$ cat src/rtl/uart_rx_frame_ctrl_pkg.sv
// uart_rx_frame_ctrl_pkg: shared frame-decoder state encoding and default framing constants
package uart_rx_frame_ctrl_pkg;
    typedef enum logic [2:0] {
        ST_IDLE,
        ST_LEN,
        ST_PAYLOAD,
        ST_CHK,
        ST_DRAIN
    } state_e;
    localparam logic [7:0] DEF_SOF_BYTE = 8'hA5;
    localparam int DEF_MAX_LEN = 16;
endpackage

$ cat src/rtl/frame_buf.sv
// frame_buf: single-clock payload RAM with synchronous write and registered read
module frame_buf #(
    parameter int AW = 4
) (
    input  logic          clk,
    input  logic          i_we,
    input  logic [AW-1:0] i_waddr,
    input  logic [7:0]    i_wdata,
    input  logic [AW-1:0] i_raddr,
    output logic [7:0]    o_rdata
);
    logic [7:0] r_mem [2**AW];
    logic [7:0] r_rdata;

    always_ff @(posedge clk) begin
        if (i_we) r_mem[i_waddr] <= i_wdata;
        r_rdata <= r_mem[i_raddr];
    end

    assign o_rdata = r_rdata;
endmodule

$ cat src/rtl/uart_rx_frame_ctrl.sv
// uart_rx_frame_ctrl: SOF/LEN/payload/CHK frame decoder with buffered, backpressured payload drain
module uart_rx_frame_ctrl
    import uart_rx_frame_ctrl_pkg::*;
#(
    parameter logic [7:0] SOF_BYTE       = DEF_SOF_BYTE,
    parameter int         MAX_LEN        = DEF_MAX_LEN,
    parameter int         TIMEOUT_CYCLES = 100_000
) (
    input  logic       clk,
    input  logic       rst,
    input  logic       rx_data_valid,
    input  logic [7:0] rx_data,
    output logic       out_valid,
    output logic [7:0] out_data,
    output logic       out_last,
    input  logic       out_ready,
    output logic       frame_ok,
    output logic       frame_err,
    output logic       busy
);
    localparam int IW = $clog2(MAX_LEN + 1);
    localparam int TW = $clog2(TIMEOUT_CYCLES + 1);
    localparam logic [7:0] MAX_LEN_B = 8'(MAX_LEN);
    localparam logic [TW-1:0] TMO_MAX = TW'(TIMEOUT_CYCLES);

    state_e        r_state;
    logic [IW-1:0] r_len;
    logic [IW-1:0] r_wr_idx;
    logic [IW-1:0] r_rd_idx;
    logic [7:0]    r_chk;
    logic [TW-1:0] r_tmo;
    logic          r_out_valid;
    logic          r_frame_ok;
    logic          r_frame_err;
    logic          w_timing;
    logic          w_timeout;
    logic          w_hs;
    logic          w_last;
    logic          w_we;
    logic [IW-1:0] w_rd_addr;
    logic [7:0]    w_rd_data;

    assign w_timing  = r_state inside {ST_LEN, ST_PAYLOAD, ST_CHK};
    assign w_timeout = w_timing && r_tmo == TMO_MAX;
    assign w_last    = r_rd_idx == r_len - 1'b1;
    assign w_hs      = r_state == ST_DRAIN && r_out_valid && out_ready;
    assign w_we      = r_state == ST_PAYLOAD && rx_data_valid && !w_timeout;
    // Look one entry ahead on a handshake so the next byte lands with no bubble
    assign w_rd_addr = w_hs ? r_rd_idx + 1'b1 : r_rd_idx;

    frame_buf #(.AW(IW)) u_frame_buf (
        .clk     (clk),
        .i_we    (w_we),
        .i_waddr (r_wr_idx),
        .i_wdata (rx_data),
        .i_raddr (w_rd_addr),
        .o_rdata (w_rd_data)
    );

    always_ff @(posedge clk or posedge rst) begin
        if (rst) begin
            r_state     <= ST_IDLE;
            r_len       <= '0;
            r_wr_idx    <= '0;
            r_rd_idx    <= '0;
            r_chk       <= '0;
            r_tmo       <= '0;
            r_out_valid <= 1'b0;
            r_frame_ok  <= 1'b0;
            r_frame_err <= 1'b0;
        end else begin
            r_frame_ok  <= 1'b0;
            r_frame_err <= 1'b0;
            r_tmo       <= (w_timing && !rx_data_valid && !w_timeout) ? r_tmo + 1'b1 : '0;
            if (w_timeout) begin
                r_state     <= ST_IDLE;
                r_frame_err <= 1'b1;
            end else begin
                case (r_state)
                    ST_IDLE: if (rx_data_valid && rx_data == SOF_BYTE) r_state <= ST_LEN;
                    ST_LEN: if (rx_data_valid) begin
                        if (rx_data == 8'h00 || rx_data > MAX_LEN_B) begin
                            r_state     <= ST_IDLE;
                            r_frame_err <= 1'b1;
                        end else begin
                            r_len    <= rx_data[IW-1:0];
                            r_chk    <= rx_data;
                            r_wr_idx <= '0;
                            r_state  <= ST_PAYLOAD;
                        end
                    end
                    ST_PAYLOAD: if (rx_data_valid) begin
                        r_chk    <= r_chk ^ rx_data;
                        r_wr_idx <= r_wr_idx + 1'b1;
                        if (r_wr_idx == r_len - 1'b1) r_state <= ST_CHK;
                    end
                    ST_CHK: if (rx_data_valid) begin
                        r_frame_ok  <= rx_data == r_chk;
                        r_frame_err <= rx_data != r_chk;
                        r_rd_idx    <= '0;
                        r_state     <= rx_data == r_chk ? ST_DRAIN : ST_IDLE;
                    end
                    ST_DRAIN: begin
                        r_frame_err <= rx_data_valid;
                        if (!r_out_valid) begin
                            r_out_valid <= 1'b1;
                        end else if (out_ready) begin
                            if (w_last) begin
                                r_out_valid <= 1'b0;
                                r_state     <= ST_IDLE;
                            end else begin
                                r_rd_idx <= r_rd_idx + 1'b1;
                            end
                        end
                    end
                    default: r_state <= ST_IDLE;
                endcase
            end
        end
    end

    assign out_valid = r_out_valid;
    assign out_data  = r_out_valid ? w_rd_data : 8'h00;
    assign out_last  = r_out_valid && w_last;
    assign frame_ok  = r_frame_ok;
    assign frame_err = r_frame_err;
    assign busy      = r_state != ST_IDLE;
endmodule

$ cat config.mk
export PLATFORM = sky130hd
export DESIGN_NAME = uart_rx_frame_ctrl
export DESIGN_NICKNAME = d
export VERILOG_FILES = /design/src/rtl/uart_rx_frame_ctrl_pkg.sv /design/src/rtl/frame_buf.sv /design/src/rtl/uart_rx_frame_ctrl.sv
export SDC_FILE = /design/constraint.sdc
export NUM_CORES = 1
export LEC_CHECK = 0
export BUFFER_PORTS_ARGS = -buffer_cell sky130_fd_sc_hd__buf_2
export CORE_MARGIN = 8
export CORE_UTILIZATION = 45
export CTS_CLUSTER_DIAMETER = 40
export DETAILED_ROUTE_END_ITERATION = 16
export PLACE_DENSITY_LB_ADDON = 0.1
export SYNTH_ARGS = -nofsm -noshare
export SYNTH_HDL_FRONTEND = slang
export SYNTH_SLANG_ARGS = --single-unit
$ cat constraint.sdc
create_clock -name clk -period 4.7 [get_ports clk]
set_clock_uncertainty 0.1 [all_clocks]
set_input_delay 0.47 -clock clk [delete_from_list [all_inputs] [get_ports clk]]
set_output_delay 0.47 -clock clk [all_outputs]
set_load 0.1 [all_outputs]
==> run metrics, run 1 <==
CP endpoint kind primary output; Post-Syn Nets 1,004; CTS Hold Bufs 0; Area Growth Syn to Fin 13.1%; number of flops mapped to enable cells by yosys 256; num rows 67; Starting Density 45.4%; I/O Buffers 24; FF+latch count, synth 310; Post-Layout Inst Area 17,100 µm²; hpwl dp 24.2 mm; Synth Area in XOR/XNOR 2.60%; Leak 5.71 nW; worst-path maximum fanout 5; initial DRC count 816; global placement routability congestion 0.804; Buf+Inv Stages, Crit Path 2; die height 199 µm; CP delay by family, top simple AND/OR/NAND/NOR gates; Final Max Tran Viols 0; crit path time final 3.86 ns; first-pass GRT wire length 57.3 mm; Worst Setup Start Kind flop; Max-cap violations 0; slowest cell on the critical path nor4_1; post-synthesis simple-gate area fraction 10.5%; fill cell count 2,841; crit path cell chain inv_1 -> ha_1 -> nor3b_1 -> xnor2_1 -> nor4_1 -> and2_1 -> buf_2; final hold violation count 0; total CTS buffers 44; r2r startpoint r_tmo[0]; Slowest Stage Delay on Critical Path 0.78 ns; busiest grt layer met2; H-tree Lvls 2; DR vias 8,869; clk_lat worst skew 0.54 ns; r2r endpoint u_frame_buf.r_mem[4][3]; die span in x 199 µm; GR Util All Layers 19.4%; largest net degree at the start of global routing 53; CP Class flop to primary output; setup bufs post-CTS 0; Routed WL 37.5 mm; CTS tree built; CTS Buffer Depth 3; Synth cell types 61; Placeable Area 33,400 µm²; post-CTS resize count 0; worst hold path class primary input to async pin; setup TNS 0 ns; fin nets 1,028; initial antenna violation count 0; final-report setup violation count 0; Req. time, crit path 4.13 ns; vias in the first global route 9,127; top_reg_cell synth edfxtp_1; mux share of post-synthesis cell area 20.7%; share of the synthesized area in the top cell type 50.8%; Synth area leaders edfxtp_1 51%, mux4_2 19%, dfrtp_1 7.6%; Compound-Gate Fraction of Synth Area 3.75%; root buf cell clkbuf_16; DRC Markers 0; Cell Area, Synth 15,100 µm²; Register Area 9010 µm²; multi-input logic area 5810 µm²; routing usage on met1 27.1%; syn avg cell area 15.4 µm²; cell taking the most area after synthesis edfxtp_1; routed len/inst 25.2 µm; worst slew pin tran 1.00 ns; CTS clk-pin slew, worst paths 0.06 ns; slew margin rel. 33.0%; GRT overflow 0; status completed; Worst EP arrival 3.29 ns; Post-synth ARST share 14.8%; DRT Pass-1 Iters 5; largest family of logic cells by synthesized area multiplexers; CTS sink count 310; Power per Cell Area 604 nW/µm²; RSZ-0062 raised after global routing false; antenna viol nets, final 0; placed cell area 15,700 µm²; layout cells sized above 1 25.6%; Post-Synthesis Cells 984; Ports 25; Fmax 0.259 GHz; period utilisation layout 82.2%; Die ar. 39,800 µm²; peak supply drop 0.465 mV; reg2reg setup slack 1.12 ns; reg2reg path depth 8; number of vias per cell 5.95; Synth Warn # 0; Seq/Total Area, Yosys 59.5%; adder-cell area share of the yosys netlist 0.661%; GRT met3 Usage 3.42%; M2 GR Usage 31.1%
cell type report:
class	count	area share, %
flip-flops and latches	310	52.6
multi-input cells	600	33.9
clock buffers	51	6.76
well taps	448	3.28
clock inverters	28	1.64
repair buffers	40	1.48
inverters	12	0.263
diodes	1	0.0146
synth_stat cells (11+ instances only):
master    number
and2_1        14
nand2_1      101
edfxtp_1     256
dfrtp_1       46
inv_1         12
nor2_1        55
nand3_1       65
mux4_2       128
xor2_1        22
clkbuf_1      31
mux2i_1       11
a21oi_1       25
buf_2         23
xnor2_1       23
o21ai_0       12
how the worst max path moves through the flow:
stage                      startpoint                       end  slack [ns]  depth (start not counted)
after global routing         r_len[0]                  out_last        0.68                          7
final                        r_len[0]                  out_last        0.84                          7
after CTS                    r_len[0]                  out_last        0.83                          7
after detailed placement     r_tmo[0]  u_frame_buf.r_mem[19][7]        1.17                          8
after global placement     rx_data[1]                  r_len[2]        1.21                          6
after floorplan           r_rd_idx[1]                  out_last        1.74                          7
flip-flops by register name, indices dropped and copies added (netlist names):
register	count
r_state	3
r_rd_idx	5
r_tmo	17
frame_ok	1
u_frame_buf.o_rdata	8
r_wr_idx	5
frame_err	1
out_valid	1
r_chk	8
u_frame_buf.r_mem	256
r_len	5
per-stage QoR:
step / utilization (%) / instances / hold slack, ns / total power, mW / setup WS (ns)
floorplan: - / 984 / 0.347 / 6.27 / 1.74
global placement: 47.0 / 1410 / 0.364 / 7.25 / 1.21
detailed placement: 47.0 / 1410 / 0.374 / 7.25 / 1.17
CTS: 51.3 / 1489 / 0.0939 / 10.5 / 0.830
global route: 51.3 / 1489 / 0.160 / 10.8 / 0.677
finish: 51.3 / 1490 / 0.0685 / 10.3 / 0.838
placed cells by master (no fill, tap or decap), types with 4 or more instances in the layout:
cell        netlist  routed
o21ai_0          12      12
nor3_1            8       8
dfxtp_1           8       8
clkinv_4          0       7
clkbuf_1         31       4
o211a_1           7       7
nand4_1           4       4
buf_4             2      15
mux2_1            6       6
mux2i_1          11      11
clkinvlp_4        0       5
and4b_1           7       7
xnor2_1          23      23
and3_1            6       6
edfxtp_1        256     256
clkbuf_16         0      44
buf_2            23      24
and2_1           14      14
nor4_1            7       7
mux4_2          128     128
inv_6             0       8
xor2_1           22      22
nor2_1           55      55
a31oi_1           8       8
o31ai_1           6       6
ha_1              8       7
nor4_2            8       8
o2bb2ai_1         8       8
or3_1             6       6
dfrtp_1          46      44
nand2b_1          5       5
nand3_1          65      65
nand2_1         101     101
a21oi_1          25      25
inv_1            12      11
mux2_2            7       7
nor3b_1           4       4
logic make-up (layout without fill, tap and decap cells):
kind of cell,after synthesis,in the layout
AOI/OAI and AO/OA,84,84
xor gates and xnor gates,45,45
adders and majority gates,8,8
buffers and inverters,74,131
DFF,310,310
muxes,152,152
other,0,1
and+or+nand+nor,311,311
where the power goes:
group	leakage [nW]	internal, mW	switching, mW
Clock	0.691	1.92	1.27
Combinational	2.04	1.66	2.18
Sequential	2.98	3.05	0.256
layer usage:
metal	wire length, µm	up-vias
li1	-	3966
met1	16900	4579
met2	17600	264
met3	2110	60
met4	896	0
met5	0	-
Note: power is estimated with default switching activity, not from simulation.
==> inputs of run 2 (changes only) <==
--- a/config.mk
+++ b/config.mk
@@ -5,6 +5,7 @@
 export SDC_FILE = /design/constraint.sdc
 export NUM_CORES = 1
 export LEC_CHECK = 0
+export ABC_AREA = 1
 export BUFFER_PORTS_ARGS = -buffer_cell sky130_fd_sc_hd__buf_2
 export CORE_MARGIN = 8
 export CORE_UTILIZATION = 45
==> constraint.sdc (replaced) <==
create_clock -name clk -period 3.2 [get_ports clk]
set_clock_uncertainty 0.1 [all_clocks]
set_input_delay 0.32 -clock clk [delete_from_list [all_inputs] [get_ports clk]]
set_output_delay 0.32 -clock clk [all_outputs]
set_load 0.1 [all_outputs]
==> run metrics, run 2 <==
status completed; Req. time, crit path 2.78 ns (-1.35 ns); Worst EP arrival 2.59 ns (-0.70 ns); n_diodes 0 (-1); crit path cell chain inv_1 -> ha_1 -> nand3_1 -> xnor2_1 -> inv_1 -> nand2_1 -> nand4_1 -> nor2_1 -> buf_2; number of flops mapped to enable cells by yosys 256 (unchanged); CTS sink count 310 (unchanged); post-CTS resize count 0 (unchanged); share of the synthesized area in the top cell type 52.9% (+2.1 points); global placement routability congestion 0.855 (+6.4%); Ports 25 (unchanged); clk_lat worst skew 0.54 ns (about the same); worst hold path class primary input to flop; Seq/Total Area, Yosys 61.9% (+2.4 points); Slowest Stage Delay on Critical Path 0.44 ns (-0.34 ns); Area Growth Syn to Fin 16.6%; final-report setup violation count 0 (unchanged); power share of the combinational group 10.1% (-27 points); CTS clk-pin slew, worst paths 0.05 ns (about the same); most frequent cells in the layout 395 x nand2_1, 306 x inv_1, 266 x nand3_1; Routed WL 38.3 mm (+2.2%); Synth cell types 37 (-39%); Biggest register u_frame_buf.r_mem; FF+latch count, synth 310 (unchanged); CTS Buffer Depth 3 (unchanged); die span in x 196 µm (-1.8%); Fmax 0.332 GHz; slew margin rel. 31.5% (-1.5 points); Final Max Tran Viols 0 (unchanged); Internal 8.03 mW (+21%); crit path time final 3.01 ns; I/O Buffers 24 (unchanged); H-tree Lvls 2 (unchanged); first-pass GRT wire length 59.6 mm (+3.9%); hpwl dp 24.8 mm (+2.8%); top cells by count, synth 395 x nand2_1, 307 x inv_1, 266 x nand3_1; die height 196 µm (-1.8%); routed len/inst 18.6 µm (-26%); peak supply drop 0.484 mV (+4.0%); total CTS buffers 45 (+2.3%); num rows 66 (-1.5%); root buf cell clkbuf_16; Placeable Area 32,200 µm² (-3.5%); antenna viol nets, final 0 (unchanged); syn avg cell area 9.40 µm² (-39%); worst hold slack 0.0172 ns (-0.0513 ns); Switching Fraction 25.9% (-10 points); worst-path maximum fanout 4 (-1); CP endpoint kind primary output; Post-synth ARST share 14.8% (unchanged); fin nets 1,636 (+59%); final hold violation count 0 (unchanged); Max-cap violations 0 (unchanged); Post-Syn Nets 1,567 (+56%); Starting Density 45.1% (-0.21 points); Psw 2.80 mW (-24%); fill cell count 2,927 (+3.0%); cell taking the most area after synthesis edfxtp_1; Leak 7.60 nW (+33%); commonest non-fill, non-tap cell in the layout nand2_1; CP dominant cell by count inv_1; worst slew pin tran 1.03 ns (+0.0228 ns); Buf+Inv Stages, Crit Path 3 (+1); initial antenna violation count 0 (unchanged); vias in the first global route 10,025 (+9.8%); largest registers u_frame_buf.r_mem (256), r_tmo (17); DR vias 10,378 (+17%); CP Class flop to primary output; setup bufs post-CTS 0 (unchanged); Sequential Power Share 42.8% (+11 points); slowest cell on the critical path dfrtp_1; Cell Area, Synth 14,500 µm² (-3.9%); layout cells sized above 1 10.8% (-15 points); GRT overflow 0 (unchanged); Largest register FFs 256 (unchanged); RSZ-0062 raised after global routing false; Synth area leaders edfxtp_1 53%, nand2_1 10%, nand3_1 9.2%; CTS Hold Bufs 1 (+1); initial DRC count 836 (+2.5%); top_reg_cell synth edfxtp_1; Post-Synthesis Cells 1,547 (+57%); Synth Warn # 0 (unchanged); Die ar. 38,300 µm² (-3.6%); setup TNS 0 ns (unchanged); DRC Markers 0 (unchanged); top-count cell post-synth nand2_1; Clock Power Share 47.1% (+16 points); Power per Cell Area 639 nW/µm² (+5.8%); CTS tree built; period utilisation layout 94.2%; GR Util All Layers 20.0% (+0.65 points); DRT Pass-1 Iters 5 (unchanged); largest net degree at the start of global routing 65 (+23%); Worst Setup Start Kind flop; CP delay by family, top buffers and inverters; number of vias per cell 5.04 (-15%)
run 2: changes by cell type after synthesis, moves of 18 or more:
cell and change:
a21oi_1 -18, nand2_1 +294, clkbuf_1 -18, xnor2_1 -19
nor2_1 +23, mux4_2 -128, inv_1 +295, nand3_1 +201
run 2: worst paths after layout:
check,to,slack (ns),depth (start not counted),start
worst min-delay path,u_frame_buf.r_mem[17][7],0.02,1,rx_data[7]
worst max register to register,u_frame_buf.r_mem[12][7],0.55,6,r_state[2]
worst max-delay path,out_last,0.19,9,r_len[0]
max in group asynchronous,r_chk[3],1.88,3,rst
min in group asynchronous,r_tmo[5],0.49,3,rst
worst min register to register,r_tmo[0],0.40,1,r_tmo[0]
run 2: cell type report:
type / instances / area (µm²) / area share [%]
clock inverter: 33 / 388 / 2.29
multi-input combinational: 867 / 4080 / 24.1
tap: 408 / 510 / 3.01
clock buffer: 50 / 1190 / 7.00
sequential: 310 / 9000 / 53.1
inverter: 312 / 1170 / 6.91
timing repair buffer: 80 / 618 / 3.64
run 2: stage by stage:
| step | cell area (µm²) | util (%) | instances | power (mW) | setup WS [ns] |
|---|---|---|---|---|---|
| finish | 17000 | 52.7 | 2060 | 10.8 | 0.186 |
| global route | 17000 | 52.7 | 2060 | 11.2 | 0.0493 |
| CTS | 17000 | 52.7 | 2060 | 10.9 | 0.145 |
| detailed placement | 15400 | 47.7 | 1976 | 5.81 | 0.574 |
| global placement | 15400 | 47.7 | 1976 | 5.80 | 0.554 |
| floorplan | 14500 | - | 1547 | 5.45 | 0.201 |
run 2: cells by family after synthesis:
family                     count (synthesis)  synth area share, %
DFF                                      310                 61.9
adders and majority gates                  8                0.688
xor gates and xnor gates                  21                 1.26
and+or+nand+nor                          814                 25.0
AOI/OAI and AO/OA                         24                 1.08
buffers and inverters                    370                 10.1
run 2: metal layers:
metal  wire length (µm)  global-route usage [%]  part of all wire [%]  vias up
met1              17800                    28.5                    46     4937
met3               2010                    2.71                   5.2       57
met2              17600                    31.7                    46      271
met4                915                    5.64                   2.4        0
met5                  0                       0                     0        -
li1                   -                       -                     -     5113
run 2: power by group through the flow:
stage | clock network (mW) | registers, mW | logic (mW)
floorplan | 0 | 4.70 | 0.747
global placement | 0 | 4.71 | 1.09
detailed placement | 0 | 4.71 | 1.10
CTS | 5.17 | 4.63 | 1.10
global route | 5.32 | 4.65 | 1.23
finish | 5.10 | 4.63 | 1.10
==> inputs of run 3 (changes only) <==
--- a/config.mk
+++ b/config.mk
@@ -8,7 +8,7 @@
 export ABC_AREA = 1
 export BUFFER_PORTS_ARGS = -buffer_cell sky130_fd_sc_hd__buf_2
 export CORE_MARGIN = 8
-export CORE_UTILIZATION = 45
+export CORE_UTILIZATION = 57
 export CTS_CLUSTER_DIAMETER = 40
 export DETAILED_ROUTE_END_ITERATION = 16
 export PLACE_DENSITY_LB_ADDON = 0.1
==> run metrics, run 3 (synthesis gave the netlist of run 2 again) <==
status completed; placed cell area 15,200 µm² (-1.1%); Leak 7.44 nW (-2.1%); CTS sink count 310 (unchanged); slew margin rel. 24.5% (-7.0 points); num rows 58 (-12%); fill cell count 2,045 (-30%); largest registers u_frame_buf.r_mem (256), r_tmo (17); RSZ-0062 raised after global routing false; DRT Pass-1 Iters 5 (unchanged); Placeable Area 25,100 µm² (-22%); CTS Buffer Depth 3 (unchanged); post-place setup slack 0.403 ns (-0.171 ns); DRC Markers 0 (unchanged); Worst EP arrival 2.60 ns (about the same); I/O Buffers 24 (unchanged); Switching Fraction 25.6% (-0.29 points); CTS tree built; initial antenna violation count 1 (+1); CP endpoint kind primary output; hpwl dp 23.3 mm (-6.2%); Hold EP r_state[2]; worst slew pin tran 1.13 ns (+0.102 ns); final-report setup violation count 0 (unchanged); commonest non-fill, non-tap cell in the layout nand2_1; routed len/inst 18.2 µm (-2.1%); reg2reg path depth 6 (unchanged); n_diodes 0 (unchanged); most frequent cells in the layout 395 x nand2_1, 306 x inv_1, 266 x nand3_1; largest net degree at the start of global routing 105 (+62%); die height 176 µm (-10%); root buf cell clkbuf_16; Post-Layout Inst Area 16,500 µm² (-2.6%); Non-Filler Instances 1,963 (-4.7%); final hold violation count 0 (unchanged); Starting Density 57.9% (+13 points); Max-cap violations 0 (unchanged); worst hold slack 0.0280 ns (+0.0108 ns); DR vias 10,635 (+2.5%); Worst Hold Launch rx_data_valid; reg2reg setup slack 0.34 ns (-0.21 ns); CTS clk-pin slew, worst paths 0.06 ns (about the same); Routed WL 35.8 mm (-6.7%); Power per Cell Area 609 nW/µm² (-4.7%); initial DRC count 1,034 (+24%); Ports 25 (unchanged); period utilisation layout 94.5% (+0.29 points); setup TNS 0 ns (unchanged); post-CTS resize count 0 (unchanged); clk_lat worst skew 0.52 ns (-0.02 ns); Die ar. 30,900 µm² (-19%); worst-path maximum fanout 4 (unchanged); Worst Hold Depth 3 (+2); Clock Power Share 43.2% (-3.9 points); Req. time, crit path 2.78 ns (about the same); Worst Setup Start Kind flop; Fmax 0.331 GHz (-0.31%); crit path time final 3.02 ns (+0.00934 ns); r2r startpoint r_state[2]; CP Class flop to primary output; global placement routability congestion 0.902 (+5.5%); antenna viol nets, final 0 (unchanged); fin nets 1,624 (-0.73%); total CTS buffers 39 (-13%); number of vias per cell 5.42 (+7.5%); Largest register FFs 256 (unchanged); Psw 2.57 mW (-8.2%); Final Util 65.8% (+13 points); die span in x 176 µm (-10%); Area Growth Syn to Fin 13.6%; power share of the combinational group 10.7% (+0.6 points); Pwr Total 10.1 mW (-7.2%); vias in the first global route 10,389 (+3.6%); worst hold path class primary input to flop; GR Util All Layers 23.4% (+3.4 points); GRT overflow 0 (unchanged); Setup WS post-layout 0.176 ns (-0.00934 ns); Final Max Tran Viols 0 (unchanged); peak supply drop 0.480 mV (-0.72%); Sequential Power Share 46.1% (+3.3 points); r2r endpoint u_frame_buf.r_mem[9][2]; H-tree Lvls 2 (unchanged); first-pass GRT wire length 56.4 mm (-5.3%); layout cells sized above 1 9.86% (-0.98 points); cell count after placement 1,892 (-4.3%); Biggest register u_frame_buf.r_mem; Internal 7.48 mW (-6.8%)
[run 3: layout make-up]
cell class / instances / area, µm² / share of cell area, %
flip-flops and latches: 310 / 9000 / 54.5
clock buffers: 39 / 976 / 5.91
multi-input cells: 867 / 4080 / 24.7
repair buffers: 74 / 548 / 3.32
well taps: 330 / 413 / 2.50
inverters: 312 / 1170 / 7.09
clock inverters: 31 / 323 / 1.95
[run 3: worst max-delay path by stage]
stage,start,endpoint,slack [ns],cells past startpoint
finish,r_len[0],out_last,0.18,9
global route,r_len[0],out_last,0.07,9
CTS,r_len[0],out_last,0.19,9
detailed placement,r_state[2],u_frame_buf.r_mem[9][2],0.40,6
global placement,r_state[2],u_frame_buf.r_mem[9][2],0.47,6
floorplan,out_valid,out_last,0.20,3
[run 3: power by group through the flow]
stage / Sequential [mW] / Combinational [mW] / Clock [mW]
global placement: 4.71 / 1.06 / 0
floorplan: 4.70 / 0.747 / 0
finish: 4.63 / 1.08 / 4.34
global route: 4.65 / 1.20 / 4.55
detailed placement: 4.71 / 1.07 / 0
CTS: 4.63 / 1.08 / 4.40
[run 3: repair_timing]
action                                 4_1_cts  5_1_grt
endpoints found under the hold margin       46        0
hold buffers                                 1        0
setup buffers                                0        0
[run 3: layer usage]
layer | vias up | routed length [µm] | global-route usage (%)
met3 | 82 | 2680 | 3.87
met1 | 5051 | 15100 | 31.3
met2 | 423 | 16900 | 38.2
met5 | - | 0 | 0
li1 | 5079 | - | -
met4 | 0 | 1030 | 8.37
[run 3: worst max-delay path: stages (launching register included)]
cell     delay (ns)
dfrtp_1        0.42
inv_1          0.11
ha_1           0.19
nand3_1        0.10
xnor2_1        0.33
inv_1          0.07
nand2_1        0.06
nand4_1        0.13
nor2_1         0.20
buf_2          0.47
